## config.mk

```make
export PLATFORM = sky130hd
export DESIGN_NAME = riscv_core_muldiv_ctrl
export DESIGN_NICKNAME = d
export VERILOG_FILES = /design/src/rtl/riscv_core_muldiv_ctrl.sv
export SDC_FILE = /design/constraint.sdc
export NUM_CORES = 1
export LEC_CHECK = 0
export CORE_UTILIZATION = 40
export CTS_BUF_LIST = sky130_fd_sc_hd__clkbuf_4 sky130_fd_sc_hd__clkbuf_8
export CTS_CLUSTER_DIAMETER = 40
export DETAILED_ROUTE_END_ITERATION = 12
export GPL_TIMING_DRIVEN = 0
export PLACE_DENSITY = 0.71
export SKIP_CTS_REPAIR_TIMING = 1
export SLEW_MARGIN = 20
export SYNTH_ARGS = -nofsm -noshare
export SYNTH_HDL_FRONTEND = slang
export SYNTH_SLANG_ARGS = --single-unit
```

## constraint.sdc

```tcl
create_clock -name i_muldiv_ctrl_clk -period 1.8 [get_ports i_muldiv_ctrl_clk]
set_input_delay 0.27 -clock i_muldiv_ctrl_clk [delete_from_list [all_inputs] [get_ports i_muldiv_ctrl_clk]]
set_output_delay 0.27 -clock i_muldiv_ctrl_clk [all_outputs]
set_load 0.1 [all_outputs]
```

## src/rtl/riscv_core_muldiv_ctrl.sv

```systemverilog
// Sequencing FSM for the RISC-V M-extension unit: accepts an op from EX, runs the
// multiplier pipeline or the iterative divider, and presents a one-cycle result strobe.
module riscv_core_muldiv_ctrl #(
  parameter int MUL_LATENCY = 4,
  parameter int XLEN        = 64
) (
  input  logic       i_muldiv_ctrl_clk,
  input  logic       i_muldiv_ctrl_rst,
  input  logic       i_muldiv_ctrl_start_ex,
  input  logic [2:0] i_muldiv_ctrl_funct3_ex,
  input  logic       i_muldiv_ctrl_word_ex,
  input  logic       i_muldiv_ctrl_div_zero_ex,
  input  logic       i_muldiv_ctrl_div_ovf_ex,
  input  logic       i_muldiv_ctrl_flush,
  output logic       o_muldiv_ctrl_stall,
  output logic       o_muldiv_ctrl_load,
  output logic       o_muldiv_ctrl_mul_en,
  output logic       o_muldiv_ctrl_div_step,
  output logic       o_muldiv_ctrl_special,
  output logic [2:0] o_muldiv_ctrl_funct3_q,
  output logic       o_muldiv_ctrl_word_q,
  output logic       o_muldiv_ctrl_result_valid,
  output logic       o_muldiv_ctrl_busy
);

  typedef enum logic [1:0] {IDLE, MUL, DIV, DONE} state_t;

  localparam logic [5:0] MUL_INIT  = 6'(MUL_LATENCY - 1);
  localparam logic [5:0] DIV_INIT  = 6'(XLEN - 1);
  localparam logic [5:0] DIVW_INIT = 6'(XLEN / 2 - 1);

  state_t     state_q, state_d;
  logic [5:0] count_q, count_d;
  logic       is_div;
  logic       special_d;

  assign is_div    = i_muldiv_ctrl_funct3_ex[2];
  assign special_d = is_div & (i_muldiv_ctrl_div_zero_ex | i_muldiv_ctrl_div_ovf_ex);
  assign o_muldiv_ctrl_busy = (state_q != IDLE);

  // Flush always wins over counter expiry, and stall drops in the flush cycle itself.
  always_comb begin
    state_d                    = state_q;
    count_d                    = count_q;
    o_muldiv_ctrl_stall        = 1'b0;
    o_muldiv_ctrl_load         = 1'b0;
    o_muldiv_ctrl_mul_en       = 1'b0;
    o_muldiv_ctrl_div_step     = 1'b0;
    o_muldiv_ctrl_result_valid = 1'b0;
    case (state_q)
      IDLE: begin
        if (i_muldiv_ctrl_start_ex && !i_muldiv_ctrl_flush) begin
          o_muldiv_ctrl_load  = 1'b1;
          o_muldiv_ctrl_stall = 1'b1;
          if (!is_div) begin
            state_d = MUL;
            count_d = MUL_INIT;
          end else if (special_d) begin
            state_d = DONE;
          end else begin
            state_d = DIV;
            count_d = i_muldiv_ctrl_word_ex ? DIVW_INIT : DIV_INIT;
          end
        end
      end
      MUL, DIV: begin
        o_muldiv_ctrl_mul_en   = (state_q == MUL);
        o_muldiv_ctrl_div_step = (state_q == DIV);
        o_muldiv_ctrl_stall    = !i_muldiv_ctrl_flush;
        if (i_muldiv_ctrl_flush) begin
          state_d = IDLE;
        end else if (count_q == 6'd0) begin
          state_d = DONE;
        end else begin
          count_d = count_q - 6'd1;
        end
      end
      DONE: begin
        o_muldiv_ctrl_result_valid = !i_muldiv_ctrl_flush;
        state_d                    = IDLE;
      end
      default: state_d = IDLE;
    endcase
  end

  // The op descriptor is latched only on the accept cycle and held until the next accept.
  always_ff @(posedge i_muldiv_ctrl_clk or posedge i_muldiv_ctrl_rst) begin
    if (i_muldiv_ctrl_rst) begin
      state_q                <= IDLE;
      count_q                <= 6'd0;
      o_muldiv_ctrl_special  <= 1'b0;
      o_muldiv_ctrl_funct3_q <= 3'd0;
      o_muldiv_ctrl_word_q   <= 1'b0;
    end else begin
      state_q <= state_d;
      count_q <= count_d;
      if (o_muldiv_ctrl_load) begin
        o_muldiv_ctrl_special  <= special_d;
        o_muldiv_ctrl_funct3_q <= i_muldiv_ctrl_funct3_ex;
        o_muldiv_ctrl_word_q   <= i_muldiv_ctrl_word_ex;
      end
    end
  end

endmodule

```

==> summary.log <==
qor: status.run_status finished, violations left
qor: status.failed_checks setup timing
qor: synthesis.yosys.cell_types.count 29
qor: worst_setup_path.critPathRequiredTime 1.53 ns
qor: worst_setup_path.cp_num_buf_inv 4
qor: grt.via_count_of_the_first_global_routing_pass 797
qor: grt.grt_first_pass_wirelength 3490 um
qor: final_layout.final_net_count 155
qor: synthesis.post_synth_instance_area 885 um2
qor: timing.finalClockSkew 0.00289 ns
qor: floorplanning.num_io_pins 21
qor: worst_setup_path.crit_top_cell sky130_fd_sc_hd__buf_6
qor: synthesis.number_of_register_bits_inferred_by_synthesis 13
qor: final_layout.share_of_post_route_cells_with_drive_strength_above_1 0.294
qor: timing.grt_setup_unrepaired yes
qor: final_layout.finalInstanceArea 1300 um2
qor: timing.worst_slew_pin_slew 0.972 ns
qor: detailed_routing.detail_route.drc_violations 0
qor: place.routabilityCongestion 0.813
qor: final_layout.insertedDiodeCount 0
qor: grt.grt_antenna_before_repair 0
qor: grt.grt_util_all_layers 0.190
qor: clock_network.tritoncts yes
qor: synthesis.postSynthCellCount 101
qor: worst_setup_path.worst_r2r_endpoint count_q[0]
qor: synthesis.ys_seq_area_frac 0.368
qor: worst_setup_path.critical-path-slowest-cell sky130_fd_sc_hd__dfrtp_1
qor: place.port_buffers 20
qor: detailed_routing.drt-vias-per-instance 5.42
qor: worst_setup_path.worst-r2r-cell-count 6
qor: synthesis.synth_nets 119
qor: timing.fmax 539 MHz
qor: place.numPlacedInstances 148
qor: clock_network.h_tree_depth 1
qor: final_layout.nFillCells 180
qor: place.place_area 1150 um2
qor: detailed_routing.wire_per_inst 14.3 um
qor: timing.timing.final.setup_violations 2
qor: worst_setup_path.timing.setup.critical_path_class reg -> out
qor: detailed_routing.ant_nets 0
qor: timing.slew_headroom 0.351
qor: floorplanning.dieHeight 49.0 um
qor: synthesis.synthesis.yosys.warnings 0
qor: place.hpwlAfterDp 1500 um
qor: detailed_routing.via_count 884
qor: worst_setup_path.worst_setup_path_end_kind primary output
qor: detailed_routing.dr.pass1.iters 4
qor: worst_setup_path.critPathTopFamily buffers and inverters
qor: synthesis.postSynthAreaPerCell 8.76 um2
qor: grt.grt_start_max_net_pins 14
qor: place.post-place-ws -1.26 ns
qor: detailed_routing.drt_iter0_drc 17
qor: timing.timing.final.crit_period 1.86 ns
qor: clock_network.cts_buffer_depth 2
qor: worst_setup_path.critical_path.max_stage_delay 0.43 ns
qor: timing.fin_ws -0.0559 ns
qor: run.maxCapViolations 0
qor: worst_setup_path.crit_arrival 1.59 ns
qor: floorplanning.die_x 49.0 um
qor: clock_network.cts-root-buf sky130_fd_sc_hd__clkbuf_4
qor: floorplanning.design.die.area 2400 um2
qor: worst_setup_path.r2r_start state_q[0]
qor: timing.final_period_utilization 1.03
qor: timing.hold_ws 0.314 ns
qor: clock_network.total_clock_buffers_created_by_cts 3
qor: timing.finalHoldViolations 0
qor: final_layout.final_non_filler_cell_total 163
qor: final_layout.synthToLayoutAreaGrowth 47.2%
qor: worst_setup_path.timing.critical_path.cells inv_2 -> ha_4 -> nand3b_1 -> buf_6 -> clkinvlp_4 -> buf_6
qor: worst_setup_path.cp_max_fo 8
qor: worst_setup_path.crit_path_start_kind register
qor: timing.slew_viol_final 0
qor: worst_hold_path.timing.hold.worst.class in -> async
qor: floorplanning.core 2020 um2
qor: clock_network.cts_num_sinks 13
qor: detailed_routing.postRouteWirelength 2340 um
qor: clock_network.clk_transition_reported_paths 0.09 ns
qor: worst_setup_path.timing.reg2reg.setup_slack 0.05 ns
qor: clock_network.insertion_delay 0.28 ns
qor: floorplanning.initial_utilization 0.437
qor: grt.gr-total-overflow 0
qor: floorplanning.placement_rows 16
## Yosys cell counts
library cell | n | share of area
sky130_fd_sc_hd__o211a_1 | 1 | 0.011
sky130_fd_sc_hd__nand3b_1 | 1 | 0.0085
sky130_fd_sc_hd__nor4b_1 | 2 | 0.020
sky130_fd_sc_hd__nand2_1 | 20 | 0.085
sky130_fd_sc_hd__clkbuf_1 | 1 | 0.0042
sky130_fd_sc_hd__o31ai_1 | 2 | 0.017
sky130_fd_sc_hd__o21ai_0 | 8 | 0.045
sky130_fd_sc_hd__o21ba_2 | 1 | 0.011
sky130_fd_sc_hd__ha_1 | 8 | 0.11
sky130_fd_sc_hd__or3_2 | 1 | 0.0085
sky130_fd_sc_hd__o311a_1 | 2 | 0.023
sky130_fd_sc_hd__dfrtp_1 | 13 | 0.37
sky130_fd_sc_hd__nor2b_1 | 1 | 0.0071
sky130_fd_sc_hd__a32oi_1 | 1 | 0.0099
sky130_fd_sc_hd__nand3_1 | 2 | 0.011
sky130_fd_sc_hd__o31a_4 | 1 | 0.020
sky130_fd_sc_hd__and2_4 | 1 | 0.0099
sky130_fd_sc_hd__mux2i_1 | 1 | 0.011
sky130_fd_sc_hd__inv_1 | 8 | 0.034
sky130_fd_sc_hd__o22ai_1 | 2 | 0.014
sky130_fd_sc_hd__nor2_1 | 4 | 0.017
sky130_fd_sc_hd__or2b_1 | 1 | 0.0085
sky130_fd_sc_hd__or3_4 | 1 | 0.013
sky130_fd_sc_hd__nand2b_1 | 5 | 0.035
sky130_fd_sc_hd__nand4_1 | 1 | 0.0071
sky130_fd_sc_hd__mux2_2 | 1 | 0.013
sky130_fd_sc_hd__a31oi_1 | 5 | 0.035
sky130_fd_sc_hd__a21oi_1 | 4 | 0.023
sky130_fd_sc_hd__o21a_1 | 2 | 0.017
## worst max-delay path by stage
stage,startpoint,to,slack (ns),cells after the start
after floorplan,state_q[0],count_q[4],-0.17,7
after CTS,state_q[0],o_muldiv_ctrl_load,-1.37,5
after global placement,i_muldiv_ctrl_flush,o_muldiv_ctrl_load,-1.27,4
after detailed placement,i_muldiv_ctrl_flush,o_muldiv_ctrl_load,-1.26,4
final,state_q[0],o_muldiv_ctrl_load,-0.06,6
after global routing,state_q[0],o_muldiv_ctrl_load,-0.15,6
## final cells by class
| cell class | instances | area, um2 | area share |
|---|---|---|---|
| flip-flops and latches | 13 | 327 | 0.251 |
| repair buffers | 31 | 293 | 0.225 |
| inverters | 8 | 37.5 | 0.0288 |
| well taps | 27 | 33.8 | 0.0259 |
| clock buffers | 4 | 30.0 | 0.0231 |
| plain buffers | 1 | 5.00 | 0.00384 |
| multi-input cells | 79 | 577 | 0.443 |
## sequential cells by signal, indices dropped and copies added (netlist names)
name / count
o_muldiv_ctrl_special: 1
count_q: 6
o_muldiv_ctrl_funct3_q: 3
o_muldiv_ctrl_word_q: 1
state_q: 2
## layout by cell type (no fill, tap or decap), types with 2 or more instances in the layout
cell	count
sky130_fd_sc_hd__o31ai_1	2
sky130_fd_sc_hd__a31oi_1	5
sky130_fd_sc_hd__ha_1	7
sky130_fd_sc_hd__buf_6	2
sky130_fd_sc_hd__inv_1	4
sky130_fd_sc_hd__inv_2	2
sky130_fd_sc_hd__dfrtp_1	12
sky130_fd_sc_hd__nand2b_1	4
sky130_fd_sc_hd__o21ai_0	7
sky130_fd_sc_hd__o311a_1	2
sky130_fd_sc_hd__clkdlybuf4s50_1	9
sky130_fd_sc_hd__o21a_1	2
sky130_fd_sc_hd__clkbuf_2	3
sky130_fd_sc_hd__clkinvlp_4	2
sky130_fd_sc_hd__nand2_1	20
sky130_fd_sc_hd__buf_4	10
sky130_fd_sc_hd__nor2_1	4
sky130_fd_sc_hd__dlymetal6s2s_1	5
sky130_fd_sc_hd__clkbuf_4	5
sky130_fd_sc_hd__a21oi_1	3
## through the flow
| step | setup TNS [ns] | util |
|---|---|---|
| after global routing | -0.315 | 0.644 |
| after CTS | -8.06 | 0.585 |
| after global placement | -7.38 | 0.571 |
| after floorplan | -0.659 | - |
| final | -0.0856 | 0.644 |
| after detailed placement | -7.41 | 0.571 |
## logic make-up after synthesis
| family | Yosys count | share of synthesized area |
|---|---|---|
| adders and majority gates | 8 | 0.113 |
| AOI/OAI and AO/OA | 29 | 0.226 |
| buffers and inverters | 9 | 0.0382 |
| and+or+nand+nor | 40 | 0.231 |
| muxes | 2 | 0.0240 |
| DFF | 13 | 0.368 |
## layer usage
layer / track usage / part of all wire / vias to the layer above
li1: - / - / 428
met1: 0.239 / 0.44 / 409
met2: 0.317 / 0.49 / 38
met3: 0.0405 / 0.052 / 9
met4: 0.0735 / 0.019 / 0
met5: 0 / 0 / -
Power is left out: the tool's default activity adds up to more than one toggle a clock period on the data nets, which glitch-free logic cannot reach.
